**config.mk**
```make
export PLATFORM = sky130hd
export DESIGN_NAME = mux_scan
export DESIGN_NICKNAME = d
export VERILOG_FILES = /design/src/rtl/mux_scan_pkg.sv /design/src/rtl/mux_nto1.sv /design/src/rtl/mux_scan.sv
export SDC_FILE = /design/constraint.sdc
export NUM_CORES = 1
export LEC_CHECK = 0
export CAP_MARGIN = 25
export CORE_AREA = 2 2 44 46
export CTS_CLUSTER_DIAMETER = 60
export DETAILED_ROUTE_END_ITERATION = 8
export DIE_AREA = 0 0 46 48
export PLACE_DENSITY = 0.72
export RECOVER_POWER = 25
export SKIP_LAST_GASP = 1
export SYNTH_ARGS = -nofsm -noshare
export SYNTH_HDL_FRONTEND = slang
export SYNTH_SLANG_ARGS = --single-unit
```
**constraint.sdc**
```tcl
create_clock -name clk -period 2.55 [get_ports clk]
set_input_delay 0.51 -clock clk [delete_from_list [all_inputs] [get_ports clk]]
set_output_delay 0.51 -clock clk [all_outputs]
set_load 0.005 [all_outputs]
```
**src/rtl/mux_scan_pkg.sv**
```systemverilog
// rtl/mux_scan_pkg.sv - shared constants and helpers for the mux_scan block
// Purpose: FSM state encodings, mode encodings and the channel-index width helper.
// Ports: none (package).
package mux_scan_pkg;

    typedef logic [1:0] state_t;

    localparam state_t ST_IDLE   = 2'd0;
    localparam state_t ST_MANUAL = 2'd1;
    localparam state_t ST_SCAN   = 2'd2;

    localparam logic MODE_MANUAL = 1'b0;
    localparam logic MODE_SCAN   = 1'b1;

    // Channel index width; a single channel still needs one index bit.
    function automatic int sel_width(input int n);
        return (n <= 1) ? 1 : $clog2(n);
    endfunction

endpackage

```
**src/rtl/mux_nto1.sv**
```systemverilog
// rtl/mux_nto1.sv - parametrised N-to-1 combinational channel selector
// Purpose: pick one DW-bit slice out of N_CH packed channels.
// Ports:
//   din  - packed channels, channel k at [k*DW +: DW]
//   sel  - channel index
//   dout - selected slice
module mux_nto1
    import mux_scan_pkg::*;
#(
    parameter int N_CH = 8,
    parameter int DW   = 1,
    localparam int SELW = sel_width(N_CH)
) (
    input  logic [N_CH*DW-1:0] din,
    input  logic [SELW-1:0]    sel,
    output logic [DW-1:0]      dout
);

    always_comb begin
        dout = '0;
        for (int k = 0; k < N_CH; k++) begin
            if (sel == k[SELW-1:0]) begin
                dout = din[k*DW +: DW];
            end
        end
    end

endmodule

```
**src/rtl/mux_scan.sv**
```systemverilog
// rtl/mux_scan.sv - registered channel multiplexer with manual and auto-scan modes
// Purpose: present one channel of din on dout, chosen by sel (manual) or by a
//          dwell-timed round-robin scan (auto-scan).
// Ports:
//   clk, rst   - clock, synchronous active-high reset
//   din        - packed channels, channel k at [k*DW +: DW]
//   sel        - manual channel index
//   mode       - 0 manual, 1 auto-scan
//   en         - advance enable; low freezes everything
//   dout, ch   - registered sample and its channel index
//   dout_valid - dout/ch were updated by the previous enabled cycle
//   wrap       - pulse when the scan returns to channel 0
module mux_scan
    import mux_scan_pkg::*;
#(
    parameter int N_CH  = 8,
    parameter int DW    = 1,
    parameter int DWELL = 4,
    localparam int SELW = sel_width(N_CH)
) (
    input  logic               clk,
    input  logic               rst,
    input  logic [N_CH*DW-1:0] din,
    input  logic [SELW-1:0]    sel,
    input  logic               mode,
    input  logic               en,
    output logic [DW-1:0]      dout,
    output logic [SELW-1:0]    ch,
    output logic               dout_valid,
    output logic               wrap
);

    localparam int CNTW = $clog2(DWELL + 1);

    state_t          state, nxt_state;
    logic [SELW-1:0] idx, nxt_idx;
    logic [CNTW-1:0] cnt, nxt_cnt;
    logic [SELW-1:0] mux_sel;
    logic [DW-1:0]   mux_out;
    logic            nxt_wrap;

    mux_nto1 #(
        .N_CH (N_CH),
        .DW   (DW)
    ) u_mux (
        .din  (din),
        .sel  (mux_sel),
        .dout (mux_out)
    );

    // cnt counts samples already taken of the current channel minus one, so
    // the entry sample is the first of DWELL and cnt never exceeds DWELL-1.
    always_comb begin
        nxt_state = state;
        nxt_idx   = idx;
        nxt_cnt   = cnt;
        mux_sel   = idx;
        nxt_wrap  = 1'b0;
        if (mode == MODE_MANUAL) begin
            nxt_state = ST_MANUAL;
            nxt_idx   = '0;
            nxt_cnt   = '0;
            mux_sel   = sel;
        end else if (state != ST_SCAN) begin
            nxt_state = ST_SCAN;
            nxt_idx   = '0;
            nxt_cnt   = '0;
            mux_sel   = '0;
        end else if (cnt == CNTW'(DWELL - 1)) begin
            // N_CH is a power of two, so the increment wraps naturally.
            nxt_cnt  = '0;
            nxt_idx  = idx + SELW'(1);
            mux_sel  = nxt_idx;
            nxt_wrap = (idx == SELW'(N_CH - 1));
        end else begin
            nxt_cnt = cnt + CNTW'(1);
        end
    end

    always_ff @(posedge clk) begin
        if (rst) begin
            state      <= ST_IDLE;
            idx        <= '0;
            cnt        <= '0;
            dout       <= '0;
            ch         <= '0;
            dout_valid <= 1'b0;
            wrap       <= 1'b0;
        end else if (en) begin
            state      <= nxt_state;
            idx        <= nxt_idx;
            cnt        <= nxt_cnt;
            dout       <= mux_out;
            ch         <= mux_sel;
            dout_valid <= 1'b1;
            wrap       <= nxt_wrap;
        end else begin
            dout_valid <= 1'b0;
            wrap       <= 1'b0;
        end
    end

endmodule

```
==> results.json, run 1 <==
{
  "r2r_cells": 7,
  "end_kind": "flop",
  "wl_mm": 1.52,
  "postCtsSetupRepairBufs": 0,
  "final_hold_viol_count": 0,
  "critPathMaxStageDelay_ps": 580,
  "dr.first_iter.drc_count": 4,
  "numCtsBuffers": 3,
  "period_share": 0.783,
  "synth_area_sq_um": 732,
  "dp_hpwl_mm": 1.19,
  "setup_viol": 0,
  "ys_warn_count": 0,
  "r2r_start": "cnt[0]$_SDFFE_PP0P_",
  "cts_buffer_depth": 2,
  "worst_pin_slew_ps": 474,
  "peakVddDrop_uv": 240,
  "fmax_ghz": 0.501,
  "ctsResizeCount": 0,
  "ctsHoldBuffers": 0,
  "crit_buf_inv": 1,
  "fin_setup_tns_ps": 0,
  "synth.ff_latch_count": 14,
  "leakagePower_uw": 0.000407,
  "min-delay-path-class": "reg -> reg",
  "drt-pass1-iter-count": 3,
  "ioPinCount": 21,
  "grt-ovfl-total": 0,
  "final_cell_mix": "clkdlybuf4s50_1 (18), nor2_1 (16), dfxtp_1 (14), mux2i_1 (6), a21oi_1 (5)",
  "cts_tree": "built",
  "ant_nets": 0,
  "antenna_cells": 0,
  "rsz0062_at_grt": "no",
  "finClkSkew_ps": 11.2,
  "track_usage": 0.156,
  "num_rows": 15,
  "coreArea_sq_um": 1690,
  "crit_end": "dout$_SDFFE_PP0P_",
  "fillers": 160,
  "worstPathRequired_ps": 2740,
  "finalMaxSlewViolations": 0,
  "clock-root-buffer": "clkbuf_4",
  "fin_crit_ps": 2000,
  "avgSynthCellArea_sq_um": 9.15,
  "start_util": 0.433,
  "final_common_cell": "clkdlybuf4s50_1",
  "ys_seq_area_frac": 0.383,
  "syn_nets": 98,
  "ys_types": 30,
  "grt_pass1_wl_mm": 2.48,
  "r2r_end": "dout$_SDFFE_PP0P_",
  "finalWeightedCongestion": 0.808,
  "die_h_um": 48,
  "syn_inst": 80,
  "avgRoutedWirePerCell_um": 12.8,
  "fin_util": 0.579,
  "crit_fanout": 6,
  "r2r_slack_ps": 580,
  "status": "complete, no violations",
  "htreeDepth": 1,
  "via_per_inst": 5.28,
  "crit_top_cell": "mux2i_1",
  "drc": 0,
  "portBuffers": 20,
  "area_growth_pct": 33.7,
  "crit_slowest_cell": "dlygate4sd3_1",
  "antenna_found_initial": 0,
  "slew_headroom": 0.683,
  "drive_gt1_frac": 0.108,
  "cts_sinks": 14,
  "clock_latency_ps": 280,
  "crit_cells": 6,
  "dr_total_vias": 628,
  "holdWs_ps": 479,
  "first_global_vias": 613,
  "power_density_nw_per_um2": 476,
  "path_cells": "dlygate4sd3_1 > nand3b_1 > o2bb2ai_1 > mux2i_1 > mux2i_1 > o211a_1",
  "cp_top_family": "buffers and inverters",
  "die_x_um": 46,
  "grt_max_degree": 15,
  "nets": 121,
  "worstSetupPathType": "in -> reg",
  "drv_cap": 0,
  "worstSetupStartpointType": "input port",
  "startpoint": "mode",
  "die_area_sq_um": 2210,
  "cts.clk_slew.worst_paths_ps": 90,
  "cp.arrival_ps": 2190
}
-- cells in the mapped netlist --
library cell | count | area (sq um)
nand2_1 | 4 | 15.0
nor2b_4 | 1 | 13.8
nand3_1 | 2 | 10.0
nor4_1 | 1 | 6.26
a2bb2oi_1 | 1 | 8.76
ha_1 | 3 | 37.5
nand2b_1 | 1 | 6.26
nor3_1 | 2 | 10.0
nor3b_1 | 1 | 7.51
dfxtp_1 | 14 | 280
mux2_4 | 1 | 15.0
o21ai_1 | 1 | 5.00
nand3b_1 | 1 | 7.51
o211a_1 | 1 | 10.0
a211oi_1 | 3 | 22.5
nor3b_4 | 1 | 18.8
a22o_4 | 1 | 17.5
xor2_1 | 1 | 8.76
buf_6 | 1 | 11.3
o2bb2ai_1 | 1 | 8.76
o21ai_0 | 2 | 10.0
nor2_1 | 16 | 60.1
clkbuf_1 | 2 | 7.51
inv_1 | 2 | 7.51
and3_2 | 1 | 7.51
a21oi_1 | 5 | 25.0
mux2i_1 | 6 | 60.1
a22o_1 | 1 | 8.76
and3b_2 | 1 | 10.0
a22oi_1 | 2 | 15.0
-- worst reg2reg max path, stage by stage (launching register included) --
cell and delay (ps):
dfxtp_1 370, ha_1 180, nor2b_4 250, mux2_4 350, a22o_4 250, a211oi_1 240, o21ai_1 110, o211a_1 120
-- where the power goes --
group | switching, uW | total (uW) | internal [uW]
combinational | 30.5 | 74.7 | 44.2
sequential | 4.15 | 230 | 226
clock | 74.0 | 161 | 86.8
-- flip-flops by register name (all words and copies together), names as in the netlist --
register    count
ch              3
cnt             3
idx             3
state           2
dout            1
dout_valid      1
wrap            1
-- through the flow --
step	area (sq um)	std cells	power [uW]	setup WS (ps)
after detailed placement	942	115	311	339
final	978	119	466	552
after global placement	942	115	310	380
after global routing	978	119	494	462
after floorplan	732	80	270	720
after CTS	978	119	475	585
-- cells by family after synthesis --
group	synth area share
compound gates	0.179
simple gates	0.236
xor+xnor	0.0120
fa+ha+maj	0.0513
buf+inv	0.0359
mux	0.103
flops	0.383
-- how the worst min path moves through the flow --
stage | from | to | depth (start not counted)
floorplan | cnt[1]$_SDFFE_PP0P_ | cnt[1]$_SDFFE_PP0P_ | 2
global placement | cnt[1]$_SDFFE_PP0P_ | cnt[1]$_SDFFE_PP0P_ | 2
detailed placement | cnt[1]$_SDFFE_PP0P_ | cnt[1]$_SDFFE_PP0P_ | 2
CTS | cnt[1]$_SDFFE_PP0P_ | cnt[1]$_SDFFE_PP0P_ | 2
global route | cnt[1]$_SDFFE_PP0P_ | cnt[1]$_SDFFE_PP0P_ | 2
finish | cnt[1]$_SDFFE_PP0P_ | cnt[1]$_SDFFE_PP0P_ | 2
-- layout make-up --
class,count,area (sq um),area share
Tap cell,17,21.3,0.0217
Clock buffer,4,36.3,0.0371
Sequential cell,14,280,0.286
Timing Repair Buffer,21,208,0.212
Inverter,2,7.51,0.00767
Multi-Input combinational cell,61,425,0.435
-- metal layers --
layer,up-vias,wire length [um],part of all wire,track usage
met3,4,41,0.027,0.0377
met4,0,17,0.011,0.0743
li1,329,-,-,-
met5,-,0,0,0
met2,9,764,0.50,0.258
met1,286,699,0.46,0.189
(Power assumes the default switching activity.)
==> run 2, diff against run 1 <==
==> constraint.sdc (replaced) <==
create_clock -name clk -period 1.9 [get_ports clk]
set_input_delay 0.38 -clock clk [delete_from_list [all_inputs] [get_ports clk]]
set_output_delay 0.38 -clock clk [all_outputs]
set_load 0.005 [all_outputs]
==> results.json, run 2 (synthesis gave the netlist of run 1 again) <==
{
  "status": "complete, no violations",
  "drv_cap": 0,
  "cts.clk_slew.worst_paths_ps": 90,
  "p_switching_uw": 150,
  "crit_fanout": 4,
  "clock-root-buffer": "clkbuf_4",
  "cellInternalPower_uw": 482,
  "top_regs": "ch: 3 flops, cnt: 3 flops, idx: 3 flops",
  "area_growth_pct": 41.4,
  "antenna_found_initial": 0,
  "crit_slowest_cell": "dfxtp_2",
  "worstPathRequired_ps": 2080,
  "end_kind": "flop",
  "seq_power_share": 0.489,
  "fmax_ghz": 0.549,
  "first_global_vias": 588,
  "dr_total_vias": 675,
  "finClkSkew_ps": 4.19,
  "finalWeightedCongestion": 0.821,
  "setup_viol": 0,
  "r2r_start": "idx[0]$_SDFFE_PP0P_",
  "combPwrFrac": 0.168,
  "avgRoutedWirePerCell_um": 13.1,
  "final_common_cell": "clkdlybuf4s50_1",
  "dp_hpwl_mm": 1.20,
  "ant_nets": 0,
  "r2r_cells": 7,
  "die_area_sq_um": 2210,
  "via_per_inst": 5.44,
  "leakagePower_uw": 0.000432,
  "die_h_um": 48,
  "power_density_nw_per_um2": 610,
  "r2r_end": "dout$_SDFFE_PP0P_",
  "grt_pass1_wl_mm": 2.48,
  "ioPinCount": 21,
  "hp-start": "cnt[1]$_SDFFE_PP0P_",
  "dr.first_iter.drc_count": 11,
  "rsz0062_at_grt": "no",
  "peakVddDrop_uv": 376,
  "cp_top_family": "compound AO/OA/AOI/OAI gates",
  "wl_mm": 1.62,
  "worstSetupPathType": "reg -> reg",
  "dp_slack_ps": -96.2,
  "p_clk_frac": 0.343,
  "num_rows": 15,
  "worstSetupStartpointType": "flop",
  "crit_buf_inv": 0,
  "die_x_um": 46,
  "antenna_cells": 0,
  "cts_sinks": 14,
  "drt-pass1-iter-count": 4,
  "start_util": 0.433,
  "cp.arrival_ps": 2000,
  "min-delay-path-class": "reg -> reg",
  "worst_pin_slew_ps": 480,
  "grt_max_degree": 15,
  "fin_util": 0.613,
  "track_usage": 0.159,
  "r2r_slack_ps": 80,
  "swShare": 0.237,
  "period_share": 0.958,
  "slew_headroom": 0.679,
  "power_uw": 631,
  "drive_gt1_frac": 0.206,
  "post_dp_cell_area_sq_um": 972,
  "grt-ovfl-total": 0,
  "nets": 126,
  "finalMaxSlewViolations": 0,
  "final_cell_mix": "clkdlybuf4s50_1 (17), nor2_1 (16), dfxtp_1 (11), mux2i_1 (6)",
  "critPathMaxStageDelay_ps": 330,
  "clock_latency_ps": 280,
  "portBuffers": 20,
  "cts_tree": "built",
  "final_area_sq_um": 1030,
  "finalWorstSetupSlack_ps": 79.0,
  "numCtsBuffers": 3,
  "min_delay_path_depth": 2,
  "path_cells": "ha_2 > ha_1 > mux2_4 > a22o_4 > a211oi_2 > o21ai_1 > o211a_1",
  "coreArea_sq_um": 1690,
  "cts_buffer_depth": 2,
  "drc": 0,
  "ctsHoldBuffers": 0,
  "htreeDepth": 1,
  "worst_hold_path.endpoint": "cnt[1]$_SDFFE_PP0P_",
  "final_hold_viol_count": 0,
  "fin_crit_ps": 1820
}
==> run 2: power by group through the flow <==
stage,Sequential [uW],Clock (uW),Combinational [uW]
finish,309,217,106
global route,310,240,115
CTS,309,225,105
detailed placement,316,0,103
global placement,315,0,102
floorplan,316,0,45.7
==> run 2: area by class of cell <==
cell class,count,area (sq um)
Timing Repair Buffer,26,241
Tap cell,17,21.3
Inverter,2,7.51
Clock buffer,4,36.3
Multi-Input combinational cell,61,444
Sequential cell,14,284
Fill cell,153,654
==> run 2: through the flow <==
step	std cells	hold WS, ps	TNS, ps
final	124	473	0
after global routing	124	493	0
after CTS	124	477	0
after detailed placement	119	462	-133
after global placement	119	457	-28.7
after floorplan	80	445	0
==> run 2: routing by layer <==
metal	GRT usage	vias to the layer above	routed length (um)
met1	0.202	320	725
met3	0.0340	3	46
met4	0.0686	0	20
met5	0	-	0
met2	0.258	14	831
li1	-	338	-
==> run 2: worst min-delay path: stages, from the launching register on <==
cell,delay (ps)
dfxtp_1,320
nand2_1,60
a21oi_1,50
==> run 2: what timing repair did <==
item | CTS | global route
resized for setup | 1 | 6
pin swaps | 0 | 6
setup endpoints to repair | 1 | 1
buffers inserted | 1 | 0
==> run 2: worst max-delay path by stage <==
stage / from / endpoint / cells past startpoint
after floorplan: idx[0]$_SDFFE_PP0P_ / dout$_SDFFE_PP0P_ / 7
after global placement: mode / dout$_SDFFE_PP0P_ / 7
after detailed placement: mode / dout$_SDFFE_PP0P_ / 6
after CTS: idx[0]$_SDFFE_PP0P_ / dout$_SDFFE_PP0P_ / 7
after global routing: mode / dout$_SDFFE_PP0P_ / 7
final: idx[0]$_SDFFE_PP0P_ / dout$_SDFFE_PP0P_ / 7
==> run 3, diff against run 2 <==
==> constraint.sdc (replaced) <==
create_clock -name clk -period 2 [get_ports clk]
set_input_delay 0.4 -clock clk [delete_from_list [all_inputs] [get_ports clk]]
set_output_delay 0.4 -clock clk [all_outputs]
set_load 0.005 [all_outputs]
==> results.json, run 3 (synthesis gave the netlist of run 1 again) <==
{
  "worstSetupPathType": "reg -> reg",
  "htreeDepth": 1,
  "worstPathRequired_ps": 2190,
  "nets": 123,
  "first_global_vias": 551,
  "portBuffers": 20,
  "r2r_start": "idx[0]$_SDFFE_PP0P_",
  "worst_hold_path.endpoint": "cnt[1]$_SDFFE_PP0P_",
  "cts_sinks": 14,
  "ant_nets": 0,
  "die_h_um": 48,
  "cts.clk_slew.worst_paths_ps": 90,
  "r2r_end": "dout$_SDFFE_PP0P_",
  "num_rows": 15,
  "met3_length_um": 66,
  "wl_met1_um": 698,
  "r2r_cells": 7,
  "rsz0062_at_grt": "no",
  "power_density_nw_per_um2": 598,
  "leakagePower_uw": 0.000417,
  "top_layer_used": "met4",
  "slew_headroom": 0.662,
  "holdWs_ps": 479,
  "grt-ovfl-total": 0,
  "met2WireLength_um": 739,
  "clock-root-buffer": "clkbuf_4",
  "coreArea_sq_um": 1690,
  "peakVddDrop_uv": 616,
  "final_common_cell": "clkdlybuf4s50_1",
  "finalNonFillerCells": 121,
  "drv_cap": 0,
  "r2r_slack_ps": 90,
  "ctsResizeCount": 0,
  "area_growth_pct": 35.7,
  "wl_mm": 1.52,
  "drive_gt1_frac": 0.125,
  "antenna_cells": 0,
  "avgRoutedWirePerCell_um": 12.5,
  "fmax_ghz": 0.522,
  "die_x_um": 46,
  "antenna_found_initial": 0,
  "dr.first_iter.drc_count": 8,
  "place_inst": 116,
  "status": "complete, no violations",
  "min-delay-path-class": "reg -> reg",
  "grt_max_degree": 15,
  "dr_total_vias": 649,
  "dp_hpwl_mm": 1.16,
  "hp-start": "cnt[1]$_SDFFE_PP0P_",
  "setup_viol": 0,
  "cp.arrival_ps": 2100,
  "numCtsBuffers": 3,
  "drc": 0,
  "period_share": 0.957,
  "final_cell_mix": "clkdlybuf4s50_1 (18), nor2_1 (16), dfxtp_1 (14), mux2i_1 (6), a21oi_1 (5)",
  "worst_pin_slew_ps": 506,
  "worstSetupStartpointType": "flop",
  "grt_pass1_wl_mm": 2.31,
  "finalMaxSlewViolations": 0,
  "fin_setup_tns_ps": 0,
  "cts_buffer_depth": 2,
  "fin_util": 0.588,
  "drt-pass1-iter-count": 4,
  "ioPinCount": 21,
  "start_util": 0.433,
  "end_kind": "flop",
  "cts_tree": "built",
  "final_hold_viol_count": 0,
  "via_per_inst": 5.36,
  "finClkSkew_ps": 10.8,
  "fin_crit_ps": 1910,
  "die_area_sq_um": 2210,
  "top_regs": "ch: 3 flops, cnt: 3 flops, idx: 3 flops",
  "crit_fanout": 4,
  "track_usage": 0.150,
  "clock_latency_ps": 290,
  "ctsHoldBuffers": 0,
  "min_delay_path_depth": 2,
  "finalWeightedCongestion": 0.896
}
run 3: changes by cell type in the layout (fill, tap and decap cells not counted), moves of 2 or more:
cell / change
dfxtp_1: +3
dfxtp_2: -3
a211oi_1: +2
a211oi_2: -2
buf_4: -2
run 3: final cells by class:
| cell class | count | area [sq um] |
|---|---|---|
| Sequential cell | 14 | 280 |
| Tap cell | 17 | 21.3 |
| Inverter | 2 | 7.51 |
| Multi-Input combinational cell | 61 | 425 |
| Fill cell | 161 | 696 |
| Timing Repair Buffer | 23 | 223 |
| Clock buffer | 4 | 36.3 |
run 3: routing by layer:
metal  global-route usage  up-vias
met1                0.178      298
li1                     -      336
met3               0.0566        2
met2                0.247       13
met4               0.0514        0
met5                    0        -
run 3: power breakdown:
part / internal (uW) / switching (uW)
Combinational: 57.2 / 39.1
Clock: 111 / 94.0
Sequential: 288 / 5.21
run 3: worst max path at each step:
stage	start	to	slack [ps]	cells after the start
finish	idx[0]$_SDFFE_PP0P_	dout$_SDFFE_PP0P_	90	7
global route	idx[0]$_SDFFE_PP0P_	dout$_SDFFE_PP0P_	20	7
CTS	cnt[0]$_SDFFE_PP0P_	dout$_SDFFE_PP0P_	60	7
detailed placement	mode	dout$_SDFFE_PP0P_	8	7
global placement	mode	dout$_SDFFE_PP0P_	20	7
floorplan	idx[0]$_SDFFE_PP0P_	dout$_SDFFE_PP0P_	170	7
run 3: per-stage QoR:
step / setup slack (ps) / cell area [sq um] / total power [uW]
after global placement: 17.3 / 950 / 396
after floorplan: 170 / 732 / 344
final: 85.3 / 993 / 594
after global routing: 16.0 / 993 / 617
after CTS: 64.8 / 986 / 599
after detailed placement: 7.94 / 950 / 397
run 3: timing repair:
item	4_1_cts	5_1_grt
hold endpoints to repair	0	0
setup buffers	0	1
setup endpoints to repair	0	1
run 3: critical path, stage by stage, from the launching register on:
cell and delay, ps:
dfxtp_1 340, ha_1 210, ha_1 280, mux2_4 290, a22o_4 250, a211oi_1 230, o21ai_1 100, o211a_1 130
